File: src/rtl/mrt_pkg.sv
// Purpose: shared parameters, segment type and resolver state enum for the multiplier result path.
// Latency: n/a (types and constants only).
// Backpressure: n/a.
package mrt_pkg;

   localparam int unsigned NumCoeffs      = 2;
   localparam int unsigned WordBits       = 16;
   localparam int unsigned NumBits2x      = 2 * NumCoeffs * WordBits;

   // Default carry-propagate segment payload width
   localparam int unsigned CpaBitsDefault = 16;

   // One redundant segment: payload plus a carry bit into the next segment
   typedef logic [CpaBitsDefault:0] cpa_seg_t;

   typedef enum logic {
      IDLE = 1'b0,
      RUN  = 1'b1
   } resolve_state_e;

endpackage

File: src/rtl/carry_seg_add.sv
// Purpose: W-bit payload plus two single-bit carries, giving a W-bit word and one carry out.
// Latency: combinational.
// Backpressure: none (pure datapath).
module carry_seg_add #(
   parameter int unsigned W = 16
) (
   input  logic [W-1:0] i_a,
   input  logic         i_b,
   input  logic         i_c,
   output logic [W-1:0] o_sum,
   output logic         o_cout
);

   logic [W:0] w_sum;

   // Max value is 2^W + 1, so a W+1-bit result never loses a carry
   always_comb begin
      w_sum = {1'b0, i_a} + {{W{1'b0}}, i_b} + {{W{1'b0}}, i_c};
   end

   assign o_sum  = w_sum[W-1:0];
   assign o_cout = w_sum[W];

endmodule

File: src/rtl/poly_carry_resolve.sv
// Purpose: ripple inter-segment carries of a redundant product and stream canonical words, LSW first.
// Latency: word 0 one cycle after acceptance, one word per cycle; optional is_zero_o via MRT_CARRY_RESOLVE_ZDETECT_EN.
// Backpressure: out_ready_i low holds all state and outputs; input accepted only when idle or on the last beat handshake.
module poly_carry_resolve
   import mrt_pkg::*;
#(
   parameter  int unsigned CpaBits   = CpaBitsDefault,
   parameter  int unsigned CpaCoeffs = 2 * NumCoeffs * WordBits / CpaBits,
   localparam int unsigned IdxW      = (CpaCoeffs > 1) ? $clog2(CpaCoeffs) : 1
) (
   input  logic                              clk_i,
   input  logic                              rst_ni,
   input  logic                              in_valid_i,
   output logic                              in_ready_o,
   input  logic [CpaCoeffs-1:0][CpaBits:0]   cpa_product_i,
   output logic                              out_valid_o,
   input  logic                              out_ready_i,
   output logic [CpaBits-1:0]                word_o,
   output logic [IdxW-1:0]                   idx_o,
   output logic                              last_o,
`ifdef MRT_CARRY_RESOLVE_ZDETECT_EN
   output logic                              is_zero_o,
`endif
   output logic                              overflow_o
);

   localparam logic [IdxW-1:0] LastIdx = IdxW'(CpaCoeffs - 1);

   resolve_state_e                  r_state;
   resolve_state_e                  w_state_nxt;
   logic [CpaCoeffs-1:0][CpaBits:0] r_seg;
   logic [IdxW-1:0]                 r_idx;
   logic                            r_carry;

   logic                            w_run;
   logic                            w_last;
   logic                            w_accept;
   logic                            w_beat;
   logic [IdxW-1:0]                 w_prev_idx;
   logic                            w_hi_prev;
   logic [CpaBits-1:0]              w_sum;
   logic                            w_cout;

   assign w_run      = (r_state == RUN);
   assign w_last     = w_run && (r_idx == LastIdx);
   assign w_beat     = w_run && out_ready_i;
   assign in_ready_o = (r_state == IDLE) || (w_last && out_ready_i);
   assign w_accept   = in_valid_i && in_ready_o;

   // Segment 0 has no lower neighbour, so its incoming high bit is zero
   assign w_prev_idx = r_idx - IdxW'(1);
   assign w_hi_prev  = (r_idx == '0) ? 1'b0 : r_seg[w_prev_idx][CpaBits];

   carry_seg_add #(
      .W (CpaBits)
   ) u_add (
      .i_a    (r_seg[r_idx][CpaBits-1:0]),
      .i_b    (w_hi_prev),
      .i_c    (r_carry),
      .o_sum  (w_sum),
      .o_cout (w_cout)
   );

   // State register
   always_ff @(posedge clk_i or negedge rst_ni) begin
      if (!rst_ni) begin
         r_state <= IDLE;
      end else begin
         r_state <= w_state_nxt;
      end
   end

   // Next state: a load on the final beat keeps RUN so results stream without a bubble
   always_comb begin
      w_state_nxt = r_state;
      case (r_state)
         IDLE: begin
            if (w_accept) w_state_nxt = RUN;
         end
         RUN: begin
            if (w_beat && w_last) w_state_nxt = w_accept ? RUN : IDLE;
         end
         default: w_state_nxt = IDLE;
      endcase
   end

   // Vector capture on acceptance; carry and index advance on each beat handshake
   always_ff @(posedge clk_i or negedge rst_ni) begin
      if (!rst_ni) begin
         r_seg   <= '0;
         r_idx   <= '0;
         r_carry <= 1'b0;
      end else if (w_accept) begin
         r_seg   <= cpa_product_i;
         r_idx   <= '0;
         r_carry <= 1'b0;
      end else if (w_beat) begin
         r_carry <= w_cout;
         r_idx   <= w_last ? '0 : r_idx + IdxW'(1);
      end
   end

   assign out_valid_o = w_run;
   assign word_o      = w_run ? w_sum : '0;
   assign idx_o       = r_idx;
   assign last_o      = w_last;
   assign overflow_o  = w_last && (w_cout || r_seg[CpaCoeffs-1][CpaBits]);

`ifdef MRT_CARRY_RESOLVE_ZDETECT_EN
   logic r_nonzero;

   // Sticky flag: set once any emitted word of the current result is nonzero
   always_ff @(posedge clk_i or negedge rst_ni) begin
      if (!rst_ni) begin
         r_nonzero <= 1'b0;
      end else if (w_accept) begin
         r_nonzero <= 1'b0;
      end else if (w_beat && (w_sum != '0)) begin
         r_nonzero <= 1'b1;
      end
   end

   assign is_zero_o = w_last && !r_nonzero && (w_sum == '0) && !overflow_o;
`endif

endmodule

File: config.mk
export PLATFORM = sky130hd
export DESIGN_NAME = poly_carry_resolve
export DESIGN_NICKNAME = d
export VERILOG_FILES = /design/src/rtl/mrt_pkg.sv /design/src/rtl/carry_seg_add.sv /design/src/rtl/poly_carry_resolve.sv
export SDC_FILE = /design/constraint.sdc
export NUM_CORES = 1
export LEC_CHECK = 0
export BUFFER_PORTS_ARGS = -buffer_cell sky130_fd_sc_hd__buf_2
export CAP_MARGIN = 10
export CORE_ASPECT_RATIO = 1.1
export CORE_UTILIZATION = 40
export CTS_CLUSTER_DIAMETER = 40
export DETAILED_ROUTE_END_ITERATION = 6
export GPL_ROUTABILITY_DRIVEN = 0
export GPL_TIMING_DRIVEN = 0
export PLACE_DENSITY = 0.66
export SKIP_LAST_GASP = 1
export SLEW_MARGIN = 10
export SYNTH_ARGS = -nofsm -noshare
export SYNTH_HDL_FRONTEND = slang
export SYNTH_SLANG_ARGS = --single-unit
File: constraint.sdc
create_clock -name clk_i -period 3.8 [get_ports clk_i]
set_clock_uncertainty 0.15 [all_clocks]
set_input_delay 0.38 -clock clk_i [delete_from_list [all_inputs] [get_ports clk_i]]
set_output_delay 0.38 -clock clk_i [all_outputs]
set_load 0.03 [all_outputs]
==> results of run 1 <==
[power by group through the flow]
stage / logic [uW] / registers, uW / clock network [uW]
after floorplan: 1830 / 1300 / 0
after global placement: 2320 / 1340 / 0
after detailed placement: 2370 / 1360 / 0
after CTS: 2660 / 1340 / 751
after global routing: 2910 / 1390 / 788
final: 2710 / 1350 / 745
[flip-flops by register name, summed over array words and instances (netlist names)]
| register | count |
|---|---|
| r_carry | 1 |
| out_valid_o | 1 |
| idx_o | 2 |
| r_seg | 68 |
[metrics by stage]
stage	total power [uW]	setup slack (ns)	utilization (%)	std cells	setup TNS, ns
6_report	4800	-0.0597	55.7	511	-0.250
5_1_grt	5100	-0.189	55.7	511	-1.37
4_1_cts	4750	-0.242	54.7	503	-1.47
3_5_place_dp	3740	-0.355	49.2	472	-2.09
3_3_place_gp	3660	-0.314	48.9	471	-1.73
2_1_floorplan	3130	0.00303	-	264	0
[worst max-delay path, stage by stage, from the launching register on]
cell and delay, ns:
sky130_fd_sc_hd__dfrtp_2 0.44, sky130_fd_sc_hd__buf_12 0.14, sky130_fd_sc_hd__clkinv_8 0.04, sky130_fd_sc_hd__ha_4 0.18, sky130_fd_sc_hd__mux4_2 0.22, sky130_fd_sc_hd__nand2b_1 0.07, sky130_fd_sc_hd__fa_2 0.37, sky130_fd_sc_hd__inv_2 0.08
sky130_fd_sc_hd__ha_4 0.16, sky130_fd_sc_hd__nand2_4 0.05, sky130_fd_sc_hd__o22ai_4 0.23, sky130_fd_sc_hd__nand4_4 0.17, sky130_fd_sc_hd__or4_4 0.53, sky130_fd_sc_hd__a21oi_4 0.14, sky130_fd_sc_hd__buf_6 0.15
[cell type report]
class | instances | area (sq um)
fill | 776 | 3950
sequential | 72 | 1800
tap | 114 | 143
clock buffer | 9 | 124
buffer | 10 | 53.8
multi-input combinational | 169 | 1920
timing repair buffer | 120 | 746
inverter | 10 | 57.6
clock inverter | 7 | 120
[cells by family (layout without fill, tap and decap cells)]
kind of cell    Yosys count  after routing
simple gates             45             46
flops                    72             72
fa+ha+maj                 4              4
mux                      89             89
buf+inv                  24            156
compound gates           24             24
xor+xnor                  6              6
[what timing repair did]
| item | 4_1_cts | 5_1_grt |
|---|---|---|
| setup endpoints to repair | 14 | 10 |
| hold buffers | 1 | 0 |
| hold endpoints to repair | 30 | 0 |
| setup buffers | 15 | 10 |
| pin swaps | 15 | 12 |
| gates resized for setup | 37 | 13 |
| gates cloned | 1 | 0 |
[synth_stat cells (2+ instances only)]
cell	count	area, sq um
sky130_fd_sc_hd__o21ai_0	4	20.0
sky130_fd_sc_hd__a21oi_1	10	50.1
sky130_fd_sc_hd__mux4_2	7	158
sky130_fd_sc_hd__a22o_1	2	17.5
sky130_fd_sc_hd__dfrtp_1	72	1800
sky130_fd_sc_hd__or3_1	4	25.0
sky130_fd_sc_hd__o31ai_1	4	30.0
sky130_fd_sc_hd__nor2_1	10	37.5
sky130_fd_sc_hd__nand4_4	2	42.5
sky130_fd_sc_hd__nand3_1	4	20.0
sky130_fd_sc_hd__xnor2_1	2	17.5
sky130_fd_sc_hd__nand2_1	9	33.8
sky130_fd_sc_hd__and2_1	4	25.0
sky130_fd_sc_hd__buf_1	7	26.3
sky130_fd_sc_hd__xor2_1	4	35.0
sky130_fd_sc_hd__nand2b_1	3	18.8
sky130_fd_sc_hd__clkbuf_1	2	7.51
sky130_fd_sc_hd__mux4_1	8	210
sky130_fd_sc_hd__inv_1	10	37.5
sky130_fd_sc_hd__buf_4	3	22.5
sky130_fd_sc_hd__ha_1	3	37.5
sky130_fd_sc_hd__mux2_2	70	788
sky130_fd_sc_hd__mux2i_1	3	30.0
sky130_fd_sc_hd__or4_1	4	30.0
[final timing paths]
path / to / slack, ns / cells past startpoint
worst min-delay path: r_seg[4]$_DFFE_PN0P_ / 0.10 / 2
max in group asynchronous: r_seg[29]$_DFFE_PN0P_ / 2.57 / 3
worst max register to register: r_seg[63]$_DFFE_PN0P_ / 0.77 / 9
min in group asynchronous: r_seg[55]$_DFFE_PN0P_ / 0.35 / 2
worst max-delay path: word_o[12] / -0.06 / 14
worst min register to register: r_seg[45]$_DFFE_PN0P_ / 0.35 / 1
[per-layer routing]
metal	track usage, %	part of all wire (%)	vias to the layer above
met5	0	0	-
met2	35.4	52	65
met3	4.50	4.9	12
met4	6.51	1.5	0
met1	23.6	41	1327
li1	-	-	1228
[cell usage in the layout, fill, tap and decap left out, drive strengths merged]
master / n
o21ai: 4
nand4: 4
o2bb2ai: 1
o21a: 1
clkinv: 4
nor4: 1
dlygate4sd3: 1
a21boi: 1
dfrtp: 72
clkbuf: 11
nand2: 9
xnor2: 2
mux2: 70
nand3: 4
mux4: 16
xor2: 4
clkinvlp: 1
mux2i: 3
o22ai: 1
nand2b: 3
bufinv: 3
fa: 1
inv: 9
buf: 127
ha: 3
or3: 4
or4: 4
a21oi: 10
o31ai: 4
or2b: 1
a22o: 2
and2: 6
nor2: 10
==> summary.txt, run 1 <==
Placement
  • Detail Placement HPWL: 6410 um
  • Count of port buffers added during placement: a little over 90
  • Area post-placement: around 0.0044 sq mm

Clock tree
  • Root Driver: sky130_fd_sc_hd__clkbuf_8
  • Clock slew seen by the registers of the worst setup and hold paths: around 0.08 ns
  • Worst-case clock buffer depth: 2
  • TritonCTS Buffers: 9
  • Clock latency on the worst-skew pair: 0.35 ns
  • Htree depth: 3
  • CTS tree: built
  • Clock sink count: 72

Power
  • Peak supply drop: 0.000409 V
  • Net switching power: 1930 uW
  • Internal Pwr Total: 2860 uW
  • Clock power share: 15.5%
  • Combinational share of power: 56.4%
  • Portion of total power attributed to sequential cells: 28.1%
  • Areal power density over the cells: 966 mW/mm^2
  • Switching fraction of total power: 40.3%
  • Leakage dissipation: 0.00225 uW

Yosys
  • Multiplexer area fraction after synthesis: 32.8%
  • Combinational family with the most area after synthesis: multiplexers
  • Synth warnings: 0
  • Post-Synth XOR/XNOR Area: roughly 1.4%
  • Sequential area share after synthesis: ~49%
  • Synthesized net count: between 300 and 400
  • Post-Synthesis Cells: 264
  • Adder-cell share of the synthesized area: approximately 1.6%
  • Simple-gate share of the synthesized area: approximately 7.3%
  • Async set-reset flop share out of synthesis: 100%
  • Distinct cell type count of the synthesized netlist: 37
  • Average instance area after synthesis: 14.0 sq um
  • Post-synthesis sequential element count: 72
  • Fraction of the mapped netlist area in compound gates: 4.87%
  • Synthesized area: 0.00370 sq mm
  • Leading register cell type out of synthesis: sky130_fd_sc_hd__dfrtp_1
  • Number of enable-type register cells in the synthesized netlist: 0

Detailed routing
  • First-pass iteration count of the detailed router: 4
  • Post-route ant nets: 0
  • Routed WL: about 9000 um
  • Via-to-Cell Ratio: 5.15
  • Drt wl/cell: between 15 and 20 um
  • Via total after detailed routing: 2632
  • DRC violation count after routing: 0
  • Initial DRC Count: 62

Hold path
  • Path class of the lowest-slack min-delay path: input port to flip-flop
  • Min-Delay Startpoint: cpa_product_i[4]

STA
  • Final number of hold-violating endpoints: 0
  • Pins Over Slew Limit: 0
  • Final setup violation count: 7
  • Post-route fraction of the period consumed by the critical path: 102%
  • Fin worst setup slack: -0.0597 ns
  • Tightest slew margin relative to the limit: 51.6%
  • Min cycle time layout: around 3.9 ns
  • Tightest Pin Transition: 0.726 ns
  • F_max: around 260 MHz
  • Unrepaired setup endpoints after global routing: true
  • Worst hold slack: between 0.1 and 0.15 ns

Global route
  • Wire length of the first global-routing pass: 14000 um
  • Number of antenna violations at the first check in global routing: 0
  • Total global-route track usage: 19.8%
  • Number of global-route vias before repair: 2733
  • Maximum number of pins on one net before global-route repair: 43
  • Total grt overflow: 0

Worst setup path
  • R2R Path Start: idx_o[1]$_DFFE_PN0P_
  • Critical Path End Type: output port
  • Startpoint type of the worst setup path: flip-flop
  • Source of the critical timing path: idx_o[1]$_DFFE_PN0P_
  • Critical path class: flip-flop to output port
  • Maximum net fanout on the critical path: 5
  • CP Data Arrival Time: 3.33 ns
  • Critical Path RT: 3.27 ns

Finish
  • Number of inserted diodes: 0
  • Final Cell Area: 0.00497 sq mm
  • Layout cell share with drive strength beyond 1: 62.0%
  • Final-stage net count: roughly 470
  • Layout Area Growth over Synthesis: 34.4%

Floorplan
  • Die W: 93.7 um
  • Site row count: 36
  • I/O Pins: 94
  • Initial core utilization: between 40 and 50%
  • Area of the placeable core: 0.00892 sq mm
  • Die span in y: 103 um
  • Area of the die: 0.00963 sq mm

Outcome
  • Status: complete, but fails checks
  • Failing checks: negative setup slack

Flow run
  • Number of violations of the max-capacitance limit: 0
(Power assumes the default switching activity.)
==> run 2, diff against run 1 <==
SYNTH_HIERARCHICAL = 1   (was unset)
==> run 2 against run 1 <==
  * The run now ends clean
  * Clock-buffer cell count up 2
  * Combinational power is 6% lower
  * Sequential share of layout area grew 2.3 points
  * Critical path depth unchanged
  * Register-to-register slack better by 0.17 ns
  * Total power shrank 6.7%
  * Via count is 7.4% lower
  * Flip-flop and latch count unchanged
  * Non-clock buffer count down 17
  * Cell area shrank 6.0%
  * First-iteration DRC count rose by 6.5%
==> summary.txt, run 2 <==
Worst setup path
  • Library cell appearing most often on the critical path: sky130_fd_sc_hd__inv_2
  • Critical Path Max Stage Delay: 0.43 ns (-0.10 ns)
  • Startpoint type of the worst setup path: flip-flop
  • Crit path cell chain: inv_2 > ha_4 > mux4_2 > nor2b_4 > inv_2 > fa_2 > inv_2 > ha_4 > nand4_1 > buf_4 > nor3_4 > xor2_1 > and2_1 > buf_6
  • Critical path class: flip-flop to output port
  • Source of the critical timing path: idx_o[0]$_DFFE_PN0P_
  • R2R Path Start: idx_o[0]$_DFFE_PN0P_
  • Critical Path RT: 3.27 ns (about the same)
  • End of the worst register-to-register path: r_carry$_DFFE_PN0P_
  • Depth of the worst register-to-register path: 10 (+1)
  • Register-to-register setup slack: 0.94 ns (+0.17 ns)
  • Critical Path End Type: output port
  • Cell depth of the worst setup path: 14 (unchanged)
  • Worst setup path endpoint: word_o[10]
  • Highest-delay cell along the critical path: sky130_fd_sc_hd__dfrtp_1
  • CP Data Arrival Time: 3.13 ns (-0.20 ns)
  • Category of cells accounting for the largest share of critical-path delay: adder cells
  • Maximum net fanout on the critical path: 4 (-1)
  • Buf+Inv Stages, Crit Path: 5 (+1)

Flow run
  • Number of violations of the max-capacitance limit: 0 (unchanged)

Finish
  • Flip-flop count of the largest register after layout: 68 (unchanged)
  • Final-stage net count: 442 (-5.6%)
  • Most common cell after layout, fill and taps aside: sky130_fd_sc_hd__buf_2
  • Number of inserted diodes: 0 (unchanged)
  • Reg with most FFs: r_seg
  • Layout cell share with drive strength beyond 1: 60.8% (-1.2 points)
  • Commonest cells after routing, fill and taps aside: 90 x sky130_fd_sc_hd__buf_2, 71 x sky130_fd_sc_hd__dfrtp_1, 48 x sky130_fd_sc_hd__mux2_2
  • Layout Area Growth over Synthesis: 25.0%
  • Final instance count without filler cells: 484 (-5.3%)

Yosys
  • Average instance area after synthesis: 14.6 sq um (+4.6%)
  • Leading cell types by total area after synthesis: sky130_fd_sc_hd__dfrtp_1 48%, sky130_fd_sc_hd__mux2_2 14%, sky130_fd_sc_hd__mux4_2 10%
  • Share of the synthesized area in the top cell type: 48.2% (-0.49 points)
  • Number of enable-type register cells in the synthesized netlist: 0 (unchanged)
  • Synthesized area: 0.00373 sq mm (+1.0%)
  • Distinct cell type count of the synthesized netlist: 36 (-2.7%)
  • Synth warnings: 6 (+6)
  • Cell with the most instances after synthesis: sky130_fd_sc_hd__dfrtp_1
  • Commonest cells in the synthesized netlist: 72 x sky130_fd_sc_hd__dfrtp_1, 48 x sky130_fd_sc_hd__mux2_2, 20 x sky130_fd_sc_hd__mux2_4
  • Leading register cell type out of synthesis: sky130_fd_sc_hd__dfrtp_1
  • Synthesized net count: 331 (-2.6%)
  • Sequential area share after synthesis: 48.2% (-0.49 points)
  • Post-Synthesis Cells: 255 (-3.4%)
  • Post-synthesis sequential element count: 72 (unchanged)
  • Async set-reset flop share out of synthesis: 100% (unchanged)
  • Cell taking the most area after synthesis: sky130_fd_sc_hd__dfrtp_1

STA
  • Tightest slew margin relative to the limit: 69.8% (+18 points)
  • Final number of hold-violating endpoints: 0 (unchanged)
  • Pins Over Slew Limit: 0 (unchanged)
  • Fin worst setup slack: 0.141 ns (+0.201 ns)
  • Min cycle time layout: 3.66 ns (-0.201 ns)
  • Final setup violation count: 0 (-7)
  • Tightest Pin Transition: 0.453 ns (-0.273 ns)
  • F_max: 273 MHz (+5.5%)
  • Post-route fraction of the period consumed by the critical path: 96.3% (-5.3 points)

Placement
  • Number of instances in the placed design: 463 (-1.9%)
  • Pre-CTS WS: -0.116 ns (+0.238 ns)
  • Detail Placement HPWL: 6200 um (-3.2%)
  • Count of port buffers added during placement: 93 (unchanged)

Detailed routing
  • First-pass iteration count of the detailed router: 4 (unchanged)
  • Via-to-Cell Ratio: 5.04 (-2.2%)
  • Post-route ant nets: 0 (unchanged)
  • Via total after detailed routing: 2438 (-7.4%)
  • DRC violation count after routing: 0 (unchanged)
  • Routed WL: 8330 um (-7.2%)
  • Drt wl/cell: 17.2 um (-2.0%)
  • Initial DRC Count: 66 (+6.5%)

Global route
  • Total global-route track usage: 18.6% (-1.2 points)
  • Wire length of the first global-routing pass: 13100 um (-6.8%)
  • Maximum number of pins on one net before global-route repair: 40 (-7.0%)
  • Total grt overflow: 0 (unchanged)
  • Number of antenna violations at the first check in global routing: 0 (unchanged)
  • Number of global-route vias before repair: 2561 (-6.3%)

Outcome
  • Status: finished, final reports clean

Clock tree
  • Root Driver: sky130_fd_sc_hd__clkbuf_8
  • Clock sink count: 72 (unchanged)
  • Htree depth: 3 (unchanged)
  • TritonCTS Buffers: 9 (unchanged)
  • Worst-case clock buffer depth: 2 (unchanged)
  • CTS tree: built
  • Clock slew seen by the registers of the worst setup and hold paths: 0.07 ns (about the same)
  • Clock latency on the worst-skew pair: 0.34 ns (about the same)

Floorplan
  • Initial core utilization: 41.7% (+0.21 points)
  • Area of the placeable core: 0.00896 sq mm (+0.51%)
  • Die W: 94.1 um (+0.50%)
  • Area of the die: 0.00973 sq mm (+0.99%)
  • I/O Pins: 94 (unchanged)
  • Site row count: 36 (unchanged)
  • Die span in y: 103 um (+0.50%)

Power
  • Leakage dissipation: 0.00222 uW (-1.5%)
  • Overall power of the completed layout: 4470 uW (-6.7%)
  • Areal power density over the cells: 959 mW/mm^2 (-0.74%)
  • Peak supply drop: 0.000607 V (+48%)

Hold path
  • Path class of the lowest-slack min-delay path: input port to flip-flop
-- run 2: metrics by stage --
step / hold slack [ns] / setup TNS [ns] / utilization [%] / area (sq um)
2_1_floorplan: -0.0656 / 0 / - / 3730
3_3_place_gp: 0.332 / -0.385 / 48.5 / 4340
3_5_place_dp: 0.207 / -0.433 / 48.7 / 4370
4_1_cts: 0.103 / 0 / 51.9 / 4650
5_1_grt: 0.111 / -0.0223 / 52.1 / 4670
6_report: 0.115 / 0 / 52.1 / 4670
-- run 2: kinds of logic after synthesis --
family / share of synthesized area, %
AND/OR/NAND/NOR: 8.74
AO/OA/AOI/OAI: 1.51
XOR/XNOR: 3.28
adder cells (fa/ha/maj): 1.54
buffers and inverters: 3.92
multiplexers: 32.8
flip-flops: 48.2
-- run 2: layer usage --
layer / up-vias / wire length [um] / share of wire [%] / global-route usage (%)
met2: 72 / 4070 / 49 / 31.4
met5: - / 0 / 0 / 0
li1: 1142 / - / - / -
met3: 13 / 441 / 5.3 / 3.80
met4: 0 / 174 / 2.1 / 8.05
met1: 1211 / 3640 / 44 / 23.3
-- run 2: worst reg2reg max path, stage by stage (launching register included) --
cell	delay, ns
sky130_fd_sc_hd__dfrtp_1	0.42
sky130_fd_sc_hd__buf_4	0.30
sky130_fd_sc_hd__mux4_2	0.56
sky130_fd_sc_hd__inv_1	0.14
sky130_fd_sc_hd__fa_2	0.26
sky130_fd_sc_hd__inv_2	0.05
sky130_fd_sc_hd__ha_4	0.16
sky130_fd_sc_hd__nand2_1	0.09
sky130_fd_sc_hd__nor4_1	0.06
sky130_fd_sc_hd__and4_1	0.24
sky130_fd_sc_hd__a221o_1	0.33
-- run 2: worst min-delay path by stage --
stage,startpoint,end,depth (start not counted)
6_report,cpa_product_i[25],r_seg[25]$_DFFE_PN0P_,2
5_1_grt,cpa_product_i[59],r_seg[59]$_DFFE_PN0P_,2
4_1_cts,cpa_product_i[40],r_seg[40]$_DFFE_PN0P_,2
3_5_place_dp,rst_ni,r_seg[33]$_DFFE_PN0P_,1
3_3_place_gp,r_seg[17]$_DFFE_PN0P_,r_seg[17]$_DFFE_PN0P_,1
2_1_floorplan,rst_ni,idx_o[0]$_DFFE_PN0P_,0
-- run 2: area by class of cell --
class	instances	area, sq um
repair buffers	103	569
inverters	9	36.3
well taps	114	143
clock inverters	4	45.0
fillers	814	4300
multi-input cells	161	1830
plain buffers	10	97.6
clock buffers	11	141
flip-flops and latches	72	1800
-- run 2: report_power, final --
| part | total, uW | switching (uW) | internal [uW] |
|---|---|---|---|
| registers | 1340 | 197 | 1150 |
| logic | 2550 | 1330 | 1220 |
| clock network | 581 | 266 | 314 |
-- run 2: repair_timing --
action,CTS,global route
endpoints found under the setup margin,15,8
hold buffers,1,0
setup buffers,5,3
endpoints found under the hold margin,33,0
pin swaps,3,5
gates resized for setup,13,8
